<file path="src/rtl/issue_ctrl.sv">
// issue_ctrl: issue-stage sequencer. It pops the instruction queue, latches the head word into IR,
// and issues it to the lowest free reservation station of its class. Define ISSUE_STATS_EN for the n_issued/n_stall counters.
module issue_ctrl #(
  parameter int N_ADD = 3,
  parameter int N_MUL = 2,
  parameter int N_LD  = 2
) (
  input  logic             CLK,
  input  logic             CLR,
  input  logic             q_vazio,
  input  logic             q_adc,
  output logic             q_rtr,
  input  logic [15:0]      q_instr,
  input  logic [N_ADD-1:0] busy_add,
  input  logic [N_MUL-1:0] busy_mul,
  input  logic [N_LD-1:0]  busy_ld,
  input  logic             hold,
  output logic             iss_valid,
  output logic [1:0]       iss_class,
  output logic [1:0]       iss_slot,
  output logic [15:0]      iss_instr,
  output logic             err_op,
  output logic             ocupado
`ifdef ISSUE_STATS_EN
  ,
  output logic [15:0]      n_issued,
  output logic [15:0]      n_stall
`endif
);

  localparam logic [1:0] IDLE  = 2'd0;
  localparam logic [1:0] POP   = 2'd1;
  localparam logic [1:0] LATCH = 2'd2;
  localparam logic [1:0] ISSUE = 2'd3;

  localparam logic [1:0] CLS_ADD = 2'd0;
  localparam logic [1:0] CLS_MUL = 2'd1;

  logic [1:0]  state_reg, state_next;
  logic [15:0] ir_reg, ir_next;

  // Busy vectors widened to 4 bits; slots that do not exist read as busy.
  logic [3:0] add_pad, mul_pad, ld_pad;

  genvar gi;
  generate
    for (gi = 0; gi < 4; gi++) begin : g_pad
      if (gi < N_ADD) begin : g_add
        assign add_pad[gi] = busy_add[gi];
      end else begin : g_add_none
        assign add_pad[gi] = 1'b1;
      end
      if (gi < N_MUL) begin : g_mul
        assign mul_pad[gi] = busy_mul[gi];
      end else begin : g_mul_none
        assign mul_pad[gi] = 1'b1;
      end
      if (gi < N_LD) begin : g_ld
        assign ld_pad[gi] = busy_ld[gi];
      end else begin : g_ld_none
        assign ld_pad[gi] = 1'b1;
      end
    end
  endgenerate

  function automatic logic [1:0] lowest_free(input logic [3:0] b);
    lowest_free = 2'd0;
    for (int i = 3; i >= 0; i--) begin
      if (!b[i]) lowest_free = i[1:0];
    end
  endfunction

  logic [3:0] op;
  logic       op_legal;
  logic [1:0] op_class;
  logic [3:0] class_busy;
  logic       slot_free;
  logic [1:0] slot_sel;
  logic       in_issue;
  logic       issue_fire;

  // Legal opcodes 0..5 map to class op[2:1]: 00 add, 01 mul, 10 load/store.
  assign op       = ir_reg[15:12];
  assign op_legal = (op <= 4'd5);
  assign op_class = op[2:1];

  always_comb begin
    class_busy = ld_pad;
    case (op_class)
      CLS_ADD: class_busy = add_pad;
      CLS_MUL: class_busy = mul_pad;
      default: class_busy = ld_pad;
    endcase
  end

  assign slot_free  = ~&class_busy;
  assign slot_sel   = lowest_free(class_busy);
  assign in_issue   = (state_reg == ISSUE);
  assign issue_fire = in_issue && op_legal && slot_free && !hold;

  always_comb begin
    state_next = state_reg;
    ir_next    = ir_reg;
    case (state_reg)
      IDLE:  if (!q_vazio) state_next = POP;
      // A simultaneous add wins inside the queue, so the remove must be retried.
      POP:   state_next = q_adc ? POP : LATCH;
      LATCH: begin
        ir_next    = q_instr;
        state_next = ISSUE;
      end
      ISSUE: if (!op_legal || issue_fire) state_next = q_vazio ? IDLE : POP;
      default: state_next = IDLE;
    endcase
  end

  always_ff @(posedge CLK) begin
    if (CLR) begin
      state_reg <= IDLE;
      ir_reg    <= 16'h0000;
    end else begin
      state_reg <= state_next;
      ir_reg    <= ir_next;
    end
  end

  assign q_rtr     = (state_reg == POP);
  assign ocupado   = (state_reg != IDLE);
  assign iss_valid = issue_fire;
  assign err_op    = in_issue && !op_legal;
  assign iss_instr = in_issue ? ir_reg : 16'h0000;
  assign iss_class = (in_issue && op_legal) ? op_class : 2'd0;
  assign iss_slot  = (in_issue && op_legal) ? slot_sel : 2'd0;

`ifdef ISSUE_STATS_EN
  logic [15:0] n_issued_reg, n_stall_reg;

  always_ff @(posedge CLK) begin
    if (CLR) begin
      n_issued_reg <= 16'h0000;
      n_stall_reg  <= 16'h0000;
    end else begin
      if (issue_fire) n_issued_reg <= n_issued_reg + 16'd1;
      if (in_issue && op_legal && !issue_fire) n_stall_reg <= n_stall_reg + 16'd1;
    end
  end

  assign n_issued = n_issued_reg;
  assign n_stall  = n_stall_reg;
`endif

endmodule

</file>
<file path="config.mk">
export PLATFORM = sky130hd
export DESIGN_NAME = issue_ctrl
export DESIGN_NICKNAME = d
export VERILOG_FILES = /design/src/rtl/issue_ctrl.sv
export SDC_FILE = /design/constraint.sdc
export NUM_CORES = 1
export LEC_CHECK = 0
export ABC_AREA = 1
export CAP_MARGIN = 30
export CORE_ASPECT_RATIO = 0.9
export CORE_UTILIZATION = 39
export DETAILED_ROUTE_END_ITERATION = 8
export PLACE_DENSITY = 0.85
export SYNTH_ARGS = -nofsm -noshare
export SYNTH_HDL_FRONTEND = slang
export SYNTH_SLANG_ARGS = --single-unit
</file>
<file path="constraint.sdc">
create_clock -name CLK -period 2.2 [get_ports CLK]
set_clock_uncertainty 0.2 [all_clocks]
set_input_delay 0.22 -clock CLK [delete_from_list [all_inputs] [get_ports CLK]]
set_output_delay 0.22 -clock CLK [all_outputs]
set_load 0.01 [all_outputs]
</file>
==> out/metrics.cfg, run 1 <==
[status]
status=completed

[cts]
clock_latency_ns=0.29
cts-htree-levels=1
path_clk_slew_ns=0.11
root_buffer=clkbuf_4
cts_buffers=3
numClockSinks=18
cts_buffer_depth=2
cts_hold_buffers=0
cts_tree=done

[synthesis]
synth-seq-area-share_pct=41.3
yosys.cell_count.top_type=inv_1
synth_cell_types=15
syn_area_per_cell_sq_um=6.33
yosys.area.top_type=dfxtp_1
synth_seq_cells=18
yosysTopAreaCellShare_pct=41.3
async_reset_ff_share_pct=0
synthCells=138
ys_top_cells_by_area=dfxtp_1, inv_1, nor2_1
ys_warn_count=0
syn_nets=166
synth-edff-count=0
synth_commonest_cells=inv_1, nor2_1, a21oi_1, dfxtp_1, o21ai_0
synth_area_sq_um=873
synth_flop_cell=dfxtp_1

[power_and_ir_drop]
power.total_mw=0.759
power-per-cell-area_nw_per_um2=516
p_int_mw=0.552
switchingPower_mw=0.207
swShare_pct=27.3
peakVddDrop_uv=422
leakagePower_nw=0.609
p_seq_share_pct=49.1
comb_power_share_pct=24.6
p_clk_share_pct=26.2

[critical_path]
cp_num_buf_inv=3
critPathArrivalTime_ns=1.77
end_kind=primary output
crit_fanout=5
cp-start-kind=flip-flop
critPathKind=reg -> out
path_common_cell=nand2_1
crit_chain=inv_2 > nand2_1 > nor2_1 > nor2_4 > nand3_1 > nand2_1 > inv_1 > clkdlybuf4s50_1
crit_required_ns=1.78
cp_slowest_stage_delay_ns=0.53
cpMaxStageDelayCell=clkdlybuf4s50_1
worst_path_dominant_cell_family=buffers and inverters

[floorplan]
dieArea_sq_um=2430
die_w_um=51.9
num_rows=15
coreArea_sq_um=2010
num_io_pins=52
die_h_um=46.9
initial_core_util_pct=43.5

[global_routing]
grt_pass1_vias=882
grt_pass1_wl_mm=3.60
grt_max_degree=28
grt-ovfl-total=0
grt_use_total_pct=20.1
antenna_found_initial=0

[place]
io_buffers=51
pre_cts_slack_ns=0.0444
hpwl_mm=1.77
globalplace.congestion=0.772

[route]
first_pass_iters=4
ant_nets=0
vias=1005
detail_route.wirelength_mm=2.33
viasPerCell=4.65
post-route-drc-count=0
wl_per_cell_um=10.8
first_iter_violations=10

[cells_and_area]
largest_register_ffs=16
antenna_cells=0
fill_cells=167
syn2layout_area_growth_pct=68.3
multi_input_area_sq_um=390
regArea_sq_um=362
drive_gt1_share_pct=7.85
fin_nets=220

[sta]
finalHoldViolCount=0
whs_ns=0.260
relSlewSlack_pct=73.4
fin_crit_sh_pct=99.5
clock.fmax_ghz=0.457
grt_setup_unrepaired=true
slew_violations=0
finalSetupViolations=0
setup_ws_ns=0.0106
tightest_slew_ns=0.399
period_needed_ns=2.19

[run]
drv_cap=0

[hold_path]
hp-class=reg -> reg

[placed cells by master, fill, tap and decap left out]
| cell | netlist | final |
|---|---|---|
| o21ai_0 | 17 | 17 |
| inv_1 | 30 | 30 |
| dfxtp_1 | 18 | 17 |
| a21oi_2 | 0 | 1 |
| nor2_2 | 1 | 3 |
| nand3_1 | 3 | 2 |
| nor2_4 | 1 | 1 |
| nor4_1 | 1 | 1 |
| dlymetal6s2s_1 | 0 | 1 |
| inv_2 | 1 | 1 |
| nor2_1 | 27 | 25 |
| o21ai_1 | 1 | 1 |
| nand3_2 | 0 | 1 |
| dfxtp_2 | 0 | 1 |
| clkbuf_4 | 0 | 3 |
| clkbuf_8 | 0 | 1 |
| dlygate4sd2_1 | 0 | 1 |
| clkdlybuf4s50_1 | 0 | 49 |
| nand2_1 | 15 | 15 |
| buf_4 | 0 | 3 |
| a21oi_1 | 18 | 17 |
[timing repair]
item | in CTS | in global routing
endpoints found under the setup margin | 3 | 2
endpoints found under the hold margin | 0 | 0
setup buffers | 0 | 0
gates resized for setup | 5 | 2
pin swaps | 0 | 0
[per-stage QoR]
stage | setup TNS (ns) | util, % | instance area [sq um] | std cells
after floorplan | 0 | - | 873 | 138
after global placement | 0 | 70.6 | 1420 | 212
after detailed placement | 0 | 70.6 | 1420 | 212
after CTS | 0 | 73.0 | 1470 | 216
after global routing | -0.120 | 73.2 | 1470 | 216
final | 0 | 73.2 | 1470 | 216
[final cells by class]
type,instances,area share (%)
timing repair buffer,54,36.3
multi-input combinational,84,26.6
sequential,18,24.6
inverter,31,7.91
clock buffer,4,2.47
tap,25,2.13
[cells by family (layout without fill, tap and decap cells)]
logic type / count (synthesis) / in the layout / synth area share (%)
AO/OA/AOI/OAI: 36 / 36 / 20.6
AND/OR/NAND/NOR: 48 / 48 / 22.5
buffers and inverters: 36 / 89 / 15.6
flip-flops: 18 / 18 / 41.3
[worst reg2reg max path, delay by kind of cell (launching register included)]
| family | cells | cell delay [ns] |
|---|---|---|
| flip-flops | 1 | 0.37 |
| buffers and inverters | 2 | 0.12 |
| AND/OR/NAND/NOR | 7 | 0.60 |
| AO/OA/AOI/OAI | 1 | 0.08 |
[metal layers]
layer | part of all wire, % | wire, um | vias up | global-route usage, %
met3 | 6.5 | 151 | 2 | 5.50
li1 | - | - | 525 | -
met1 | 45 | 1050 | 446 | 22.1
met5 | 0 | 0 | - | 0
met2 | 48 | 1110 | 32 | 37.9
met4 | 0.52 | 12 | 0 | 6.49
[power groups by stage]
| stage | sequential [mW] | combinational [mW] | clock, mW |
|---|---|---|---|
| after global routing | 0.377 | 0.210 | 0.218 |
| after floorplan | 0.374 | 0.0994 | 0 |
| after global placement | 0.377 | 0.178 | 0 |
| after detailed placement | 0.377 | 0.184 | 0 |
| final | 0.373 | 0.187 | 0.199 |
| after CTS | 0.373 | 0.187 | 0.201 |
[final timing paths]
path	to	startpoint	cells after the start	slack (ns)
worst max-delay path	iss_valid	ir_reg[14]	8	0.01
worst min-delay path	ir_reg[6]	ir_reg[6]	2	0.26
worst max register to register	state_reg[0]	ir_reg[14]	10	0.73
worst min register to register	ir_reg[6]	ir_reg[6]	2	0.26
(Power assumes the default switching activity.)
==> inputs of run 2 (changes only) <==
CORE_ASPECT_RATIO = 1.1   (was 0.9)
==> out/metrics.cfg, run 2 (synthesis results as in run 1) <==
[global_routing]
antenna_found_initial=0  ; unchanged
grt_busiest_layer=met2  ; unchanged
gr-usage-met1_pct=19.2  ; was 22.1%
grt_use_total_pct=20.5  ; was 20.1%
grt-ovfl-total=0  ; unchanged
grt_pass1_wl_mm=3.52  ; was 3.60 mm
grt_max_degree=34  ; was 28
grt_util_met2_pct=38.7  ; was 37.9%
grt_pass1_vias=931  ; was 882
use_met3_pct=2.78  ; was 5.50%

[route]
ant_nets=0  ; unchanged
detail_route.wirelength_mm=2.40  ; was 2.33 mm
post-route-drc-count=0  ; unchanged
vias=1007  ; was 1005
first_pass_iters=4  ; unchanged
first_iter_violations=15  ; was 10
wl_per_cell_um=11.1  ; was 10.8 um
viasPerCell=4.66  ; was 4.65

[cts]
numClockSinks=18  ; unchanged
root_buffer=clkbuf_4  ; unchanged
cts_hold_buffers=0  ; unchanged
cts_buffers=3  ; unchanged
cts-htree-levels=1  ; unchanged
clock_latency_ns=0.29  ; about the same
cts_buffer_depth=2  ; unchanged
cts_tree=done  ; unchanged
path_clk_slew_ns=0.09  ; was 0.11 ns

[floorplan]
die_w_um=47.1  ; was 51.9 um
coreArea_sq_um=2060  ; was 2010 sq um
num_io_pins=52  ; unchanged
die_h_um=51.6  ; was 46.9 um
initial_core_util_pct=42.3  ; was 43.5%
dieArea_sq_um=2430  ; about the same
num_rows=17  ; was 15

[critical_path]
cpMaxStageDelayCell=clkdlybuf4s50_1  ; unchanged
cp-start-kind=flip-flop  ; unchanged
critPathKind=reg -> out  ; unchanged
critPathArrivalTime_ns=1.67  ; was 1.77 ns
worst_path_dominant_cell_family=buffers and inverters  ; unchanged
end_kind=primary output  ; unchanged
cp_num_buf_inv=1  ; was 3
crit_fanout=18  ; was 5
cp_slowest_stage_delay_ns=0.57  ; was 0.53 ns
crit_chain=nand2_2 > nor2_1 > clkdlybuf4s50_1  ; was inv_2 > nand2_1 > nor2_1 > nor2_4 > nand3_1 > nand2_1 > inv_1 > clkdlybuf4s50_1
crit_required_ns=1.78  ; about the same

[cells_and_area]
fin_nets=218  ; was 220
antenna_cells=0  ; unchanged
fin_util_pct=71.2  ; was 73.2%
largest_register_ffs=16  ; unchanged
final_common_cell=clkdlybuf4s50_1  ; unchanged
syn2layout_area_growth_pct=68.2  ; was 68.3%
final_cell_mix=clkdlybuf4s50_1, inv_1, nor2_1  ; unchanged
drive_gt1_share_pct=7.98  ; was 7.85%

[place]
pre_cts_slack_ns=0.0820  ; was 0.0444 ns
globalplace.congestion=0.755  ; was 0.772
hpwl_mm=1.76  ; was 1.77 mm
io_buffers=51  ; unchanged

[sta]
tightest_slew_ns=0.793  ; was 0.399 ns
slew_violations=0  ; unchanged
clock.fmax_ghz=0.478  ; was 0.457 GHz
relSlewSlack_pct=47.1  ; was 73.4%
fin_tns_setup_ns=0  ; unchanged
finalHoldViolCount=0  ; unchanged
grt_setup_unrepaired=false  ; was true
fin_crit_sh_pct=95.1  ; was 99.5%
finalSetupViolations=0  ; unchanged
period_needed_ns=2.09  ; was 2.19 ns
setup_ws_ns=0.107  ; was 0.0106 ns

[power_and_ir_drop]
power-per-cell-area_nw_per_um2=493  ; was 516 nW/um^2
power.total_mw=0.724  ; was 0.759 mW
leakagePower_nw=0.617  ; was 0.609 nW
peakVddDrop_uv=368  ; was 422 uV

[hold_path]
hp-class=reg -> reg  ; unchanged

[status]
status=completed  ; unchanged

[run]
drv_cap=0  ; unchanged

==> run 2: cell count changes in the layout (fill, tap and decap cells not counted), sizes merged <==
cell | previous run | this run
buf | 3 | 1
clkbuf | 4 | 3
dlymetal6s2s | 1 | 2
clkdlybuf4s50 | 49 | 48
==> run 2: path summary, 6_finish.rpt <==
| check | start | to | slack, ns | cells past startpoint |
|---|---|---|---|---|
| hold reg to reg | ir_reg[7] | ir_reg[7] | 0.26 | 2 |
| hold / removal | ir_reg[7] | ir_reg[7] | 0.26 | 2 |
| setup reg to reg | flip-flop | ir_reg[9] | 0.50 | 5 |
| setup / recovery | flip-flop | iss_instr[3] | 0.11 | 3 |
==> run 2: through the flow <==
| stage | instance area [sq um] | std cells | hold WS (ns) |
|---|---|---|---|
| CTS | 1440 | 215 | 0.261 |
| global placement | 1400 | 212 | 0.242 |
| global route | 1470 | 216 | 0.290 |
| finish | 1470 | 216 | 0.261 |
| detailed placement | 1400 | 212 | 0.247 |
| floorplan | 873 | 138 | 0.0891 |
==> run 2: cell type report <==
| cell class | instances | area, sq um |
|---|---|---|
| Fill cell | 172 | 594 |
| Timing Repair Buffer | 52 | 522 |
| Multi-Input combinational cell | 84 | 408 |
| Sequential cell | 18 | 365 |
| Inverter | 31 | 116 |
| Tap cell | 28 | 35.0 |
| Clock buffer | 3 | 22.5 |
==> run 2: repair_timing <==
| action | in CTS | in global routing |
|---|---|---|
| pin swaps | 0 | 1 |
| buffers inserted | 0 | 1 |
| setup endpoints to repair | 20 | 2 |
| resized for setup | 8 | 6 |
==> run 2: report_power, final <==
part           switching [mW]  total (mW)  internal [mW]
Combinational          0.0943       0.188         0.0939
Clock                  0.0961       0.160         0.0637
Sequential             0.0196       0.376          0.357
==> run 2: worst min-delay path: cells and delay by family (launching register included) <==
| family | cells | cell delay (ns) |
|---|---|---|
| AOI/OAI and AO/OA | 1 | 0.06 |
| buffers and inverters | 1 | 0.06 |
| DFF | 1 | 0.31 |
==> run 2: routing by layer <==
metal | vias to the layer above | part of all wire (%)
met1 | 445 | 39
met3 | 4 | 5.7
met5 | - | 0
li1 | 519 | -
met4 | 0 | 1.9
met2 | 39 | 53
